===== config.mk =====
export PLATFORM = sky130hd
export DESIGN_NAME = alu_arbitro
export DESIGN_NICKNAME = d
export VERILOG_FILES = /design/src/rtl/alu_arbitro.sv
export SDC_FILE = /design/constraint.sdc
export NUM_CORES = 1
export LEC_CHECK = 0
export CORE_ASPECT_RATIO = 0.75
export CORE_UTILIZATION = 40
export CTS_CLUSTER_SIZE = 14
export DETAILED_ROUTE_END_ITERATION = 6
export GPL_TIMING_DRIVEN = 1
export HOLD_SLACK_MARGIN = 0.1
export PLACE_DENSITY = 0.74
export SKIP_LAST_GASP = 1
export SYNTH_ARGS = -nofsm -noshare
export SYNTH_HDL_FRONTEND = slang
export SYNTH_SLANG_ARGS = --single-unit

===== constraint.sdc =====
create_clock -name clk -period 5.4 [get_ports clk]
set_input_delay 1.08 -clock clk [delete_from_list [all_inputs] [get_ports clk]]
set_output_delay 1.08 -clock clk [all_outputs]
set_load 0.01 [all_outputs]

===== src/rtl/alu_arbitro.sv =====
// Two-requester sequencer for a shared combinational ALU; shifts iterate the ALU's shift-by-one.
// Define ALU_ARB_RR_EN for round-robin arbitration (default: requester 0 has fixed priority).
`timescale 1ns/1ps
module alu_arbitro #(
  parameter int unsigned WIDTH = 32,
  parameter int unsigned SHW   = 5
) (
  input  logic             clk,
  input  logic             rst,
  input  logic             req0,
  input  logic             req1,
  input  logic [3:0]       op0,
  input  logic [3:0]       op1,
  input  logic [WIDTH-1:0] a0,
  input  logic [WIDTH-1:0] b0,
  input  logic [WIDTH-1:0] a1,
  input  logic [WIDTH-1:0] b1,
  output logic             ack0,
  output logic             ack1,
  output logic [WIDTH-1:0] res0,
  output logic [WIDTH-1:0] res1,
  output logic             err,
  output logic             ocupado,
  output logic [WIDTH-1:0] alu_a,
  output logic [WIDTH-1:0] alu_b,
  output logic [3:0]       alu_op,
  input  logic [WIDTH-1:0] alu_resultado
);

  typedef enum logic [1:0] {S_IDLE, S_EXEC, S_DONE} state_t;

  state_t           state_q, state_d;
  logic             gnt_q, gnt_d;
  logic [3:0]       op_q, op_d;
  logic [WIDTH-1:0] acc_q, acc_d;
  logic [WIDTH-1:0] b_q, b_d;
  logic [SHW-1:0]   cnt_q, cnt_d;
  logic             flag_q, flag_d;
  logic [WIDTH-1:0] res0_q, res0_d;
  logic [WIDTH-1:0] res1_q, res1_d;
  logic             ack0_q, ack0_d;
  logic             ack1_q, ack1_d;
  logic             err_q, err_d;
  logic             sel;
`ifdef ALU_ARB_RR_EN
  logic             rr_q, rr_d;
`endif

  always_comb begin
    state_d = state_q;
    gnt_d   = gnt_q;
    op_d    = op_q;
    acc_d   = acc_q;
    b_d     = b_q;
    cnt_d   = cnt_q;
    flag_d  = flag_q;
    res0_d  = res0_q;
    res1_d  = res1_q;
    ack0_d  = 1'b0;
    ack1_d  = 1'b0;
    err_d   = 1'b0;
    alu_a   = '0;
    alu_b   = '0;
    alu_op  = '0;
`ifdef ALU_ARB_RR_EN
    rr_d    = rr_q;
    // rr_q=1 hands a tie to requester 1
    sel     = req1 & (~req0 | rr_q);
`else
    sel     = ~req0;
`endif
    unique case (state_q)
      S_IDLE: begin
        if (req0 | req1) begin
          gnt_d   = sel;
          op_d    = sel ? op1 : op0;
          acc_d   = sel ? a1 : a0;
          b_d     = sel ? b1 : b0;
          cnt_d   = sel ? b1[SHW-1:0] : b0[SHW-1:0];
          flag_d  = 1'b0;
          state_d = S_EXEC;
`ifdef ALU_ARB_RR_EN
          rr_d    = ~sel;
`endif
        end
      end
      S_EXEC: begin
        if (op_q > 4'd6) begin
          acc_d   = '0;
          flag_d  = 1'b1;
          state_d = S_DONE;
        end else if (op_q == 4'd4 || op_q == 4'd5) begin
          // Zero-count shifts skip the ALU and keep the original operand
          if (cnt_q == '0) begin
            state_d = S_DONE;
          end else begin
            alu_a  = acc_q;
            alu_b  = b_q;
            alu_op = op_q;
            acc_d  = alu_resultado;
            cnt_d  = cnt_q - 1'b1;
            if (cnt_q == SHW'(1)) state_d = S_DONE;
          end
        end else begin
          alu_a   = acc_q;
          alu_b   = b_q;
          alu_op  = op_q;
          acc_d   = alu_resultado;
          state_d = S_DONE;
        end
      end
      S_DONE: begin
        if (gnt_q) begin
          res1_d = acc_q;
          ack1_d = 1'b1;
        end else begin
          res0_d = acc_q;
          ack0_d = 1'b1;
        end
        err_d   = flag_q;
        state_d = S_IDLE;
      end
      default: state_d = S_IDLE;
    endcase
  end

  always_ff @(posedge clk or posedge rst) begin
    if (rst) begin
      state_q <= S_IDLE;
      gnt_q   <= 1'b0;
      op_q    <= '0;
      acc_q   <= '0;
      b_q     <= '0;
      cnt_q   <= '0;
      flag_q  <= 1'b0;
      res0_q  <= '0;
      res1_q  <= '0;
      ack0_q  <= 1'b0;
      ack1_q  <= 1'b0;
      err_q   <= 1'b0;
`ifdef ALU_ARB_RR_EN
      rr_q    <= 1'b0;
`endif
    end else begin
      state_q <= state_d;
      gnt_q   <= gnt_d;
      op_q    <= op_d;
      acc_q   <= acc_d;
      b_q     <= b_d;
      cnt_q   <= cnt_d;
      flag_q  <= flag_d;
      res0_q  <= res0_d;
      res1_q  <= res1_d;
      ack0_q  <= ack0_d;
      ack1_q  <= ack1_d;
      err_q   <= err_d;
`ifdef ALU_ARB_RR_EN
      rr_q    <= rr_d;
`endif
    end
  end

  assign ack0    = ack0_q;
  assign ack1    = ack1_q;
  assign res0    = res0_q;
  assign res1    = res1_q;
  assign err     = err_q;
  assign ocupado = (state_q != S_IDLE);

endmodule


== Yosys cells after proc, flatten, opt, wreduce, memory -nomap -nowiden ==
Index checks and enable logic that the tools add are counted.

* Word-level logic and storage cells: 81
* Register bits: 144
* Output and inout bits: 136

* Bitwise operators: 3
* Order comparisons: 1
* Mux-type cells: 40
* Equality and inequality tests: 12
* Reductions and logical operators: 12
* Add/subtract/negate cells: 1

{| class="wikitable"
|+ Operators by type and width
! cell !! count
|-
| 32-bit two-way mux || 14
|-
| 32-bit one-hot mux with 2 select lines || 1
|-
| 5-bit two-way mux || 5
|-
| 4-bit two-way mux || 5
|-
| 2-bit two-way mux || 5
|-
| 2-bit != test, second input constant || 5
|-
| 5-bit one-hot mux with 2 select lines || 1
|-
| 4-bit by 3-bit == test with 1-bit output, second input constant || 2
|-
| 2-bit AND reduction || 4
|-
| 1-bit two-way mux || 7
|-
| 3-bit AND reduction || 2
|-
| 5-bit by 1-bit == test with 1-bit output, second input constant || 1
|-
| 5-bit zero test || 1
|-
| 5-bit != test, second input constant || 1
|-
| 5-bit AND reduction || 1
|-
| 5-bit by 1-bit subtractor with 5-bit output, second input constant || 1
|-
| 4-bit by 3-bit greater-than comparator with 1-bit output, second input constant || 1
|-
| 4-bit != test, second input constant || 1
|-
| 2-bit one-hot mux with 2 select lines || 1
|-
| 2-bit nonzero test || 2
|-
| 2-bit by 1-bit == test with 1-bit output, second input constant || 1
|-
| 2-bit == test, second input constant || 1
|-
| 2-bit zero test || 1
|-
| 1-bit inverter || 2
|-
| 3 further kinds || 3
|}

== Logic depth before layout (Yosys ltp) ==
* Depth after elaboration: 6
* Gate-level depth with buffers: 8
* Mapped depth without buffers: 6

== Worst setup path before layout ==
Ideal clock, no wire load.

* Path type: reg-to-output
* Start point: register op_q[1]
* End point: output port alu_a[0]
* Arrival time: 1.442 ns
* Stages on the path, launching flop included: 6
* Path buffers: 2
* Data required time: 4.320 ns
* Setup slack: 2.878 ns
* Cell sequence: dfrtp_1 > nor3b_4 > nand3_2 > clkbuf_1 > clkbuf_1 > and3_1

* Cells in the longest elaborated chain, start to end: 5

{| class="wikitable"
|+ Ends and longest elaborated chain
! item !! RTL line !! text
|-
| start, declared || 34 || <nowiki>logic [3:0] op_q, op_d;</nowiki>
|-
| start signal, assigned || 147 || <nowiki>op_q <= op_d;</nowiki>
|-
| 4-bit by 3-bit == test with 1-bit output || 92 || <nowiki>end else if (op_q == 4'd4 || op_q == 4'd5) begin</nowiki>
|-
| 1-bit logical OR || 92 ||
|-
| 32-bit two-way mux || 92 ||
|-
| 32-bit two-way mux * || 88 || <nowiki>if (op_q > 4'd6) begin</nowiki>
|-
| 32-bit two-way mux * || 72 || <nowiki>unique case (state_q)</nowiki>
|-
| end, declared || 24 || <nowiki>output logic [WIDTH-1:0] alu_a,</nowiki>
|}

Every way passes the cells marked *; elsewhere a longest branch is shown, timed or not.

== Worst setup path in the final report ==
* Start point: register op_q[1]
* End point: output port alu_b[26]

* Cells in the longest elaborated chain, start to end: 5

{| class="wikitable"
|+ Ends and longest elaborated chain
! item !! RTL line !! text
|-
| 4-bit by 3-bit == test with 1-bit output || 92 ||
|-
| 1-bit logical OR || 92 ||
|-
| 32-bit two-way mux || 92 ||
|-
| 32-bit two-way mux * || 88 ||
|-
| 32-bit two-way mux * || 72 ||
|-
| end, declared || 25 || <nowiki>output logic [WIDTH-1:0] alu_b,</nowiki>
|}

Marks and branches as above.

==> flow_metrics.env <==
export IMPL_status="finished, final reports clean"
export IMPL_wl_per_cell_microns=17.45
export IMPL_synth_area_top_cells="dfrtp_1 (51%), mux2i_1 (14%), and3_1 (5.8%)"
export IMPL_synth_common_cells="dfrtp_1 (144), mux2i_1 (99), nand2_1 (72)"
export IMPL_skew_ps=10.23
export IMPL_pwr_share_clk_pct=20.2
export IMPL_syn_nets=869
export IMPL_dr_pass1_iters=5
export IMPL_synth_most_common_cell="dfrtp_1"
export IMPL_synth_edf_count=0
export IMPL_areaGrowthSynthToFinish_pct=53.12
export IMPL_synthCells=694
export IMPL_cp_data_arrival_time_ps=2990
export IMPL_cts_inserted_buffers=17
export IMPL_post_cts_buffers=0
export IMPL_design_area_sq_um=10820
export IMPL_grt_use_total_pct=23.83
export IMPL_dp_hpwl_mm=15.17
export IMPL_async_flop_share_pct=100.0
export IMPL_globalplace_congestion=0.7850
export IMPL_p_sw_mw=2.083
export IMPL_fin_cells=1220
export IMPL_path_cells="nor3b_4, nand3_2, buf_4, and3_1, clkdlybuf4s50_1"
export IMPL_swShare_pct=36.73
export IMPL_p_int_mw=3.588
export IMPL_synth_flop_cell="dfrtp_1"
export IMPL_io_pins=308
export IMPL_tightest_slew_ps=1082
export IMPL_syn_avg_cell_area_sq_um=10.18
export IMPL_setup_tns_final_ps=0
export IMPL_clk_path_buf_depth=2
export IMPL_synth_area_sq_um=7068
export IMPL_antenna_found_initial=0
export IMPL_ctsHoldBuffers=0
export IMPL_powerDensity_nw_per_um2=523.9
export IMPL_layout_drive_gt1_share_pct=8.435
export IMPL_via_count=5982
export IMPL_finalSetupViolations=0
export IMPL_final_nets=1146
export IMPL_p_leak_nw=5.025
export IMPL_rsz0062_at_grt="no"
export IMPL_drt_iter0_markers=343
export IMPL_clock_latency_ps=420
export IMPL_ys_seq_area_share_pct=50.98
export IMPL_cts_tree="yes"
export IMPL_finalHoldViolCount=0
export IMPL_wl_mm=21.29
export IMPL_yosysUniqueCellTypes=33
export IMPL_fin_crit_sh_pct=75.36
export IMPL_critPathSlowestCell="clkdlybuf4s50_1"
export IMPL_grt_pass1_wl_mm=32.71
export IMPL_htree_num_levels=4
export IMPL_fp_dieW_microns=155.5
export IMPL_start_util_pct=41.50
export IMPL_grt_start_max_net_pins=90
export IMPL_placedInstanceArea_sq_um=10240
export IMPL_vdd_drop_max_v=0.0002391
export IMPL_ant_nets=0
export IMPL_drc=0
export IMPL_via_per_inst=4.903
export IMPL_die_h_microns=117.1
export IMPL_worst_slack_ps=1331
export IMPL_core_area_sq_um=17030
export IMPL_synth_seq_cells=144
export IMPL_critical_path_required_ps=4320
export IMPL_place_ws_ps=1773
export IMPL_grt_pass1_vias=5794
export IMPL_min_path_type="reg -> reg"
export IMPL_worstSetupEndpointType="primary output"
export IMPL_worst_r2r_setup_slack_ps=2190
export IMPL_clock_sinks=144
export IMPL_dieArea_sq_um=18210
export IMPL_clk_pin_slew_ps=60
export IMPL_p_comb_share_pct=45.4
export IMPL_cp_max_fo=44
export IMPL_cts_resized=0
export IMPL_critical_path_class="reg -> out"
export IMPL_rows=41
export IMPL_p_seq_share_pct=34.4
export IMPL_root_buffer="clkbuf_16"
export IMPL_synth_top_area_share_pct=50.98
export IMPL_period_minus_slack_ps=4069
export IMPL_slew_limit_headroom_pct=27.63
export IMPL_cpPeakStageDelay_ps=500
export IMPL_ys_warn_count=0
export IMPL_drv_slew=0
export IMPL_dp_cells=1188
export IMPL_start_kind="flop"
export IMPL_overflow=0
export IMPL_synth_top_cell_by_area="dfrtp_1"
export IMPL_cap_viol_max_count=0
export IMPL_clock_fmax_mhz=245.7
export IMPL_diodes=0
export IMPL_place_port_buffers=306
final cells by class:
type	count	area, sq um
inverters	38	147.6
well taps	236	295.3
multi-input cells	456	3060
fillers	1470	6208
clock buffers	19	452.9
clock inverters	13	130.1
repair buffers	314	3133
flip-flops and latches	144	3603
registers in the layout, summed over array words and instances, names as in the netlist:
register  cells
flag_q        1
cnt_q         5
state_q       2
gnt_q         1
ack0          1
ack1          1
op_q          4
res0         32
err           1
b_q          32
res1         32
acc_q        32
through the flow:
step	util, %	power, mW	hold WS (ps)
after floorplan	-	3.305	441.8
after global placement	60.12	4.482	454.0
after detailed placement	60.12	4.537	463.0
after CTS	63.55	5.719	477.9
after global routing	63.55	6.047	500.1
final	63.55	5.671	470.8
power groups by stage:
| stage | Sequential, mW | Clock, mW | Combinational [mW] |
|---|---|---|---|
| after floorplan | 1.96 | 0 | 1.35 |
| after global placement | 1.94 | 0 | 2.55 |
| after detailed placement | 1.95 | 0 | 2.59 |
| after CTS | 1.95 | 1.17 | 2.60 |
| after global routing | 2.02 | 1.21 | 2.82 |
| final | 1.95 | 1.15 | 2.57 |
logic make-up (layout without fill, tap and decap cells):
logic type	after synthesis	after routing	share of synthesized area, %
DFF	144	144	50.98
AOI/OAI and AO/OA	123	123	9.435
muxes	131	131	19.12
and+or+nand+nor	198	198	13.74
adders and majority gates	3	3	0.5311
buffers and inverters	94	384	6.143
other	1	1	0.05306
cell usage in the layout, fill, tap and decap left out, types with 17 or more instances in the layout:
cell             instances
nand2_1                 71
o21ai_0                 69
mux2_2                  32
clkbuf_16               17
dfrtp_1                144
mux2i_1                 99
clkdlybuf4s50_1        305
nor2_1                  41
and3_1                  66
a21oi_1                 38
inv_1                   37
critical path, delay by kind of cell, from the launching register on:
kind                   cells  cell delay, ps
buffers and inverters      2             950
and+or+nand+nor            3            1140
DFF                        1             450
final timing paths:
check                      startpoint  cells past startpoint        end
max                           op_q[1]                      5  alu_b[26]
min                            b_q[8]                      2     b_q[8]
max reg2reg                   op_q[1]                      6  acc_q[20]
min reg2reg                    b_q[8]                      2     b_q[8]
max in group asynchronous         rst                      3     b_q[9]
min in group asynchronous         rst                      2   cnt_q[4]
routing by layer:
layer,vias to the layer above,GRT usage [%],wire length [microns]
met4,0,7.974,392
met1,2803,30.79,9156
li1,2928,-,-
met2,221,38.33,10150
met5,-,0,0
met3,30,7.437,1596
(Power assumes the default switching activity.)
